$ cat src/rtl/fht_pkg.sv
// Shared types and constants for the FHT frame sequencer: controller states,
// bank-port ownership codes and the frame length helper.
package fht_pkg;

    typedef enum logic [2:0] {
        ST_IDLE,
        ST_LOAD,
        ST_START,
        ST_RUN_WAIT,
        ST_RUN,
        ST_UNLOAD,
        ST_DRAIN
    } fht_frame_st_t;

    localparam logic [1:0] MUX_NONE   = 2'd0;
    localparam logic [1:0] MUX_LOAD   = 2'd1;
    localparam logic [1:0] MUX_CORE   = 2'd2;
    localparam logic [1:0] MUX_UNLOAD = 2'd3;

    // Samples per frame: four banks of 2^a_bit words each.
    function automatic int unsigned frame_len(input int unsigned a_bit);
        return 32'd4 << a_bit;
    endfunction

endpackage

$ cat src/rtl/fht_frame_cnt.sv
// Sample index counter shared by the loader and unloader; splits the index
// into bank (low two bits) and in-bank address, and flags the last sample.
module fht_frame_cnt
    import fht_pkg::*;
#(
    parameter int A_BIT = 8
) (
    input  logic             clk_i,
    input  logic             rst_ni,
    input  logic             clear_i,
    input  logic             inc_i,
    output logic [1:0]       bank_o,
    output logic [A_BIT-1:0] addr_o,
    output logic             last_o
);

    localparam int                CNT_W    = A_BIT + 2;
    localparam logic [CNT_W-1:0]  LAST_IDX = CNT_W'(frame_len(A_BIT) - 1);

    logic [CNT_W-1:0] cnt_q;
    logic [CNT_W-1:0] cnt_d;

    // Holds at the last index; only an explicit clear returns it to zero.
    always_comb begin
        cnt_d = cnt_q;
        if (clear_i) begin
            cnt_d = '0;
        end else if (inc_i && (cnt_q != LAST_IDX)) begin
            cnt_d = cnt_q + CNT_W'(1);
        end
    end

    always_ff @(posedge clk_i or negedge rst_ni) begin
        if (!rst_ni) begin
            cnt_q <= '0;
        end else begin
            cnt_q <= cnt_d;
        end
    end

    assign bank_o = cnt_q[1:0];
    assign addr_o = cnt_q[CNT_W-1:2];
    assign last_o = (cnt_q == LAST_IDX);

endmodule

$ cat src/rtl/fht_frame_ctrl.sv
// Frame sequencer around fht_control: loads one frame into the four banks,
// kicks the core, waits for completion and streams the results out.
module fht_frame_ctrl
    import fht_pkg::*;
#(
    parameter int A_BIT = 8
) (
    input  logic             iCLK,
    input  logic             iRESET,
    input  logic             iEN,
    input  logic             iVALID,
    output logic             oREADY,
    output logic             oIN_WE,
    output logic [1:0]       oIN_BANK,
    output logic [A_BIT-1:0] oIN_ADDR,
    output logic             oFHT_START,
    input  logic             iFHT_RDY,
    input  logic             iFHT_RES_SEL,
    output logic [1:0]       oMUX_SEL,
    output logic             oOUT_RD,
    output logic             oOUT_SET,
    output logic [1:0]       oOUT_BANK,
    output logic [A_BIT-1:0] oOUT_ADDR,
    output logic             oVALID,
    input  logic             iOUT_READY,
    output logic             oBUSY,
    output logic             oFRAME_DONE
);

    fht_frame_st_t state_q, state_d;

    logic start_q, start_d;
    logic valid_q, valid_d;
    logic set_q,   set_d;

    logic             cnt_clear;
    logic             cnt_inc;
    logic [1:0]       cnt_bank;
    logic [A_BIT-1:0] cnt_addr;
    logic             cnt_last;

    fht_frame_cnt #(
        .A_BIT (A_BIT)
    ) u_cnt (
        .clk_i   (iCLK),
        .rst_ni  (iRESET),
        .clear_i (cnt_clear),
        .inc_i   (cnt_inc),
        .bank_o  (cnt_bank),
        .addr_o  (cnt_addr),
        .last_o  (cnt_last)
    );

    always_ff @(posedge iCLK or negedge iRESET) begin
        if (!iRESET) begin
            state_q <= ST_IDLE;
        end else begin
            state_q <= state_d;
        end
    end

    // The counter is cleared on every transition into LOAD or UNLOAD, so each
    // phase walks the frame from sample 0 in natural order.
    always_comb begin
        state_d   = state_q;
        cnt_clear = 1'b0;
        cnt_inc   = 1'b0;
        start_d   = 1'b0;
        set_d     = set_q;
        unique case (state_q)
            ST_IDLE: begin
                if (iEN) begin
                    state_d   = ST_LOAD;
                    cnt_clear = 1'b1;
                end
            end
            ST_LOAD: begin
                if (oIN_WE) begin
                    cnt_inc = 1'b1;
                    if (cnt_last) begin
                        state_d = ST_START;
                    end
                end
            end
            ST_START: begin
                if (iFHT_RDY) begin
                    start_d = 1'b1;
                    state_d = ST_RUN_WAIT;
                end
            end
            ST_RUN_WAIT: begin
                if (!iFHT_RDY) begin
                    state_d = ST_RUN;
                end
            end
            ST_RUN: begin
                if (iFHT_RDY) begin
                    set_d     = iFHT_RES_SEL;
                    cnt_clear = 1'b1;
                    state_d   = ST_UNLOAD;
                end
            end
            ST_UNLOAD: begin
                if (oOUT_RD) begin
                    cnt_inc = 1'b1;
                    if (cnt_last) begin
                        state_d = ST_DRAIN;
                    end
                end
            end
            ST_DRAIN: begin
                if (oFRAME_DONE) begin
                    if (iEN) begin
                        state_d   = ST_LOAD;
                        cnt_clear = 1'b1;
                    end else begin
                        state_d = ST_IDLE;
                    end
                end
            end
            default: begin
                state_d = ST_IDLE;
            end
        endcase
    end

    always_comb begin
        oREADY      = 1'b0;
        oMUX_SEL    = MUX_NONE;
        oOUT_RD     = 1'b0;
        oFRAME_DONE = 1'b0;
        unique case (state_q)
            ST_LOAD: begin
                oREADY   = 1'b1;
                oMUX_SEL = MUX_LOAD;
            end
            ST_START, ST_RUN_WAIT, ST_RUN: begin
                oMUX_SEL = MUX_CORE;
            end
            ST_UNLOAD: begin
                oMUX_SEL = MUX_UNLOAD;
                oOUT_RD  = !valid_q || iOUT_READY;
            end
            ST_DRAIN: begin
                oMUX_SEL    = MUX_UNLOAD;
                oFRAME_DONE = valid_q && iOUT_READY;
            end
            default: begin
                oMUX_SEL = MUX_NONE;
            end
        endcase
    end

    // Read data lands one cycle after the strobe and stays presented until
    // downstream takes it; no new read is issued while it is stalled.
    always_comb begin
        valid_d = valid_q;
        if (oOUT_RD) begin
            valid_d = 1'b1;
        end else if (iOUT_READY) begin
            valid_d = 1'b0;
        end
    end

    always_ff @(posedge iCLK or negedge iRESET) begin
        if (!iRESET) begin
            start_q <= 1'b0;
            valid_q <= 1'b0;
            set_q   <= 1'b0;
        end else begin
            start_q <= start_d;
            valid_q <= valid_d;
            set_q   <= set_d;
        end
    end

    assign oIN_WE     = iVALID & oREADY;
    assign oIN_BANK   = cnt_bank;
    assign oIN_ADDR   = cnt_addr;
    assign oOUT_BANK  = cnt_bank;
    assign oOUT_ADDR  = cnt_addr;
    assign oFHT_START = start_q;
    assign oVALID     = valid_q;
    assign oOUT_SET   = set_q;
    assign oBUSY      = (state_q != ST_IDLE);

endmodule

$ cat config.mk
export PLATFORM = sky130hd
export DESIGN_NAME = fht_frame_ctrl
export DESIGN_NICKNAME = d
export VERILOG_FILES = /design/src/rtl/fht_pkg.sv /design/src/rtl/fht_frame_cnt.sv /design/src/rtl/fht_frame_ctrl.sv
export SDC_FILE = /design/constraint.sdc
export NUM_CORES = 1
export LEC_CHECK = 0
export ABC_AREA = 0
export CORE_ASPECT_RATIO = 0.75
export CORE_MARGIN = 2
export CORE_UTILIZATION = 30
export DETAILED_ROUTE_END_ITERATION = 10
export MAX_ROUTING_LAYER = met4
export PLACE_DENSITY = 0.64
export SETUP_SLACK_MARGIN = 0.2
export SLEW_MARGIN = 20
export SYNTH_ARGS = -nofsm -noshare
export SYNTH_HDL_FRONTEND = slang
export SYNTH_SLANG_ARGS = --single-unit
$ cat constraint.sdc
create_clock -name iCLK -period 2.6 [get_ports iCLK]
set_input_delay 0.65 -clock iCLK [delete_from_list [all_inputs] [get_ports iCLK]]
set_output_delay 0.65 -clock iCLK [all_outputs]
set_load 0.02 [all_outputs]
==> metrics.txt <==
Fmax achieved=between 400 and 500 MHz; # diodes=0; DRT Wirelength=2880 um; Via density=5.49; Die Ht=roughly 56 um; chip width=between 70 and 80 um; Num CTS Buffers=3; Avg Inst Size Synth=8.97 um2; routed length per instance=15.0 um; Syn Nets=130; # clock sinks=16; Worst-path clk slew=0.06 ns; largest net degree at the start of global routing=18; final setup violation count=0; routed metal-1 wirelength=around 1500 um; H-tree levels=1; Seq. cell area=403 um2; Yosys reg bits=16; CP required=1.95 ns; TritonRoute pass-1 iters=4; status=finished, final reports clean; Cells after Synth=122; Worst Hold Class=reg2reg; DP HPWL=about 2200 um; total die area=just over 4000 um2; Min Clock Period, post-route=2.26 ns; endpoint class of the critical path=primary output; Area growth syn-to-layout=35.5%; first-pass GRT wire length=4760 um; Post-synth ARST share=100%; Core Region=3380 um2; via count=1055; synthesized area=~1100 um2; Primary FF master, synth=dfrtp_1; port buffer count=36; leakage=0.609 nW; layout cells sized above 1=13.8%; pins over their slew limit=0; number of synthesized flops with an enable pin=0; Worst-Margin Slew=0.748 ns; Final Hold Viols=0; initial antenna violation count=0; gr usage total=about 15%; Pwr Density=922 nW/um2; CTS tree=done; vias in the first global route=957; max_cap viols=0; Slew Limit Headroom=approximately 50%; critical path class=reg2out; root buffer cell=clkbuf_8; Layout Skew=a little over 0.007 ns; CP Launch Type=flop; Routability Congestion=0.868; Worst IR Drop VDD=between 0.4 and 0.5 mV; final hold slack=0.505 ns; Top Metal Used=met4; Fillers=329; crit path max fanout=10; drt drc=0; setup tns final=0 ns; Yosys cell types=43; routed length on met3=between 100 and 150 um; yosys warns=0; RSZ-0062 raised after global routing=no; period utilisation layout=a little under 90%; std cell rows=18; Worst Reg2Reg Path Length in Cells=5; Final #Nets=161; routed wl met2=1230 um; I/O pins=37; clock latency on the worst-skew pair=around 0.26 ns; multi-input logic area=581 um2; Initial DRC Count=51; clk buf depth=2; post-synthesis sequential area ratio=36.6%; Crit path arrival time=1.61 ns; grt ovf=0; starting density of the core=around 32%; number of antenna-violating nets in the routed design=0; hold path cells=1
-- synth_stat cells, drive strengths merged (2+ instances only) --
cell     number  area [um2]
o2111ai       2        23.8
or3           2        12.5
o21ai        12        60.1
nand2         9        33.8
nor2          6        22.5
o31ai         6        50.1
nand3         7        35.0
dfrtp        16         400
mux2i         2        20.0
nand2b        2        12.5
and3          4        25.0
nand4         2        27.5
mux2          2        26.3
inv           4        15.0
nor3          3        20.0
clkbuf        3        12.5
or4           4        30.0
a21oi         9        45.0
buf          11        86.3
-- worst paths after layout --
path	slack (ns)	start	end
setup / recovery	0.34	state_q[0]$_DFFE_PN0P_	oMUX_SEL[1]
hold / removal	0.50	oOUT_SET$_DFFE_PN0P_	oOUT_SET$_DFFE_PN0P_
setup reg to reg	0.76	u_cnt.cnt_q[0]$_DFFE_PN0P_	state_q[0]$_DFFE_PN0P_
hold reg to reg	0.50	oOUT_SET$_DFFE_PN0P_	oOUT_SET$_DFFE_PN0P_
max in group asynchronous	1.24	iRESET	state_q[1]$_DFFE_PN0P_
min in group asynchronous	0.84	iRESET	u_cnt.cnt_q[7]$_DFFE_PN0P_
-- sequential cells by signal (all words and copies together) (netlist names) --
| signal | flops |
|---|---|
| oFHT_START | 1 |
| oOUT_SET | 1 |
| oVALID | 1 |
| state_q | 3 |
| u_cnt.cnt_q | 10 |
-- layer usage --
layer	global-route usage (%)	vias up
li1	-	512
met2	21.3	36
met5	-	-
met4	3.90	0
met3	3.77	4
met1	22.0	503
-- per-stage QoR --
stage / util (%) / power, W / cells / worst slack (ns) / instance area, um2
after floorplan: - / 0.000885 / 122 / 0.533 / 1090
after global placement: 42.5 / 0.00114 / 188 / -0.0501 / 1440
after detailed placement: 42.5 / 0.00116 / 188 / -0.0753 / 1440
after CTS: 44.1 / 0.00137 / 192 / 0.199 / 1490
after global routing: 43.9 / 0.00147 / 192 / 0.257 / 1480
final: 43.9 / 0.00137 / 192 / 0.340 / 1480
-- placed cells by master (no fill, tap or decap), types with 3 or more instances in the layout --
master	netlist	layout
or4_1	4	4
inv_1	4	3
a21oi_1	9	9
dfrtp_1	16	14
buf_4	10	4
nor2_1	6	6
and3_1	4	4
nand2_1	9	9
o31ai_1	5	5
clkbuf_8	0	4
clkdlybuf4s50_1	0	31
nand3_1	7	7
o21ai_0	10	10
-- kinds of logic after synthesis --
family / share of synthesized area, %
compound gates: 22.4
simple gates: 25.3
mux: 4.23
flops: 36.6
buf+inv: 10.4
fa+ha+maj: 1.14
-- timing repair --
action	CTS	global route
endpoints found under the setup margin	7	4
gates resized for setup	7	5
setup buffers	0	0
hold buffers	0	0
-- critical path, cell delays in order, from the launching register on --
cell,delay [ns]
dfrtp_1,0.48
nand2_1,0.13
nand2_1,0.05
o21ai_0,0.07
clkdlybuf4s50_1,0.63
-- where the power goes --
part / total (W) / switching (W) / leakage (nW) / internal [W]
Sequential: 0.000420 / 0.000113 / 0.211 / 0.000307
Clock: 0.000225 / 0.0000901 / 0.0288 / 0.000135
Combinational: 0.000724 / 0.000403 / 0.369 / 0.000321
Total: 0.00137 / 0.000606 / 0.609 / 0.000762
-- final cells by class --
class / instances / share of cell area [%]
clock buffers: 4 / 3.71
inverters: 4 / 1.01
multi-input cells: 88 / 39.1
flip-flops and latches: 16 / 27.2
well taps: 40 / 3.37
repair buffers: 40 / 25.6
(Power assumes the default switching activity.)
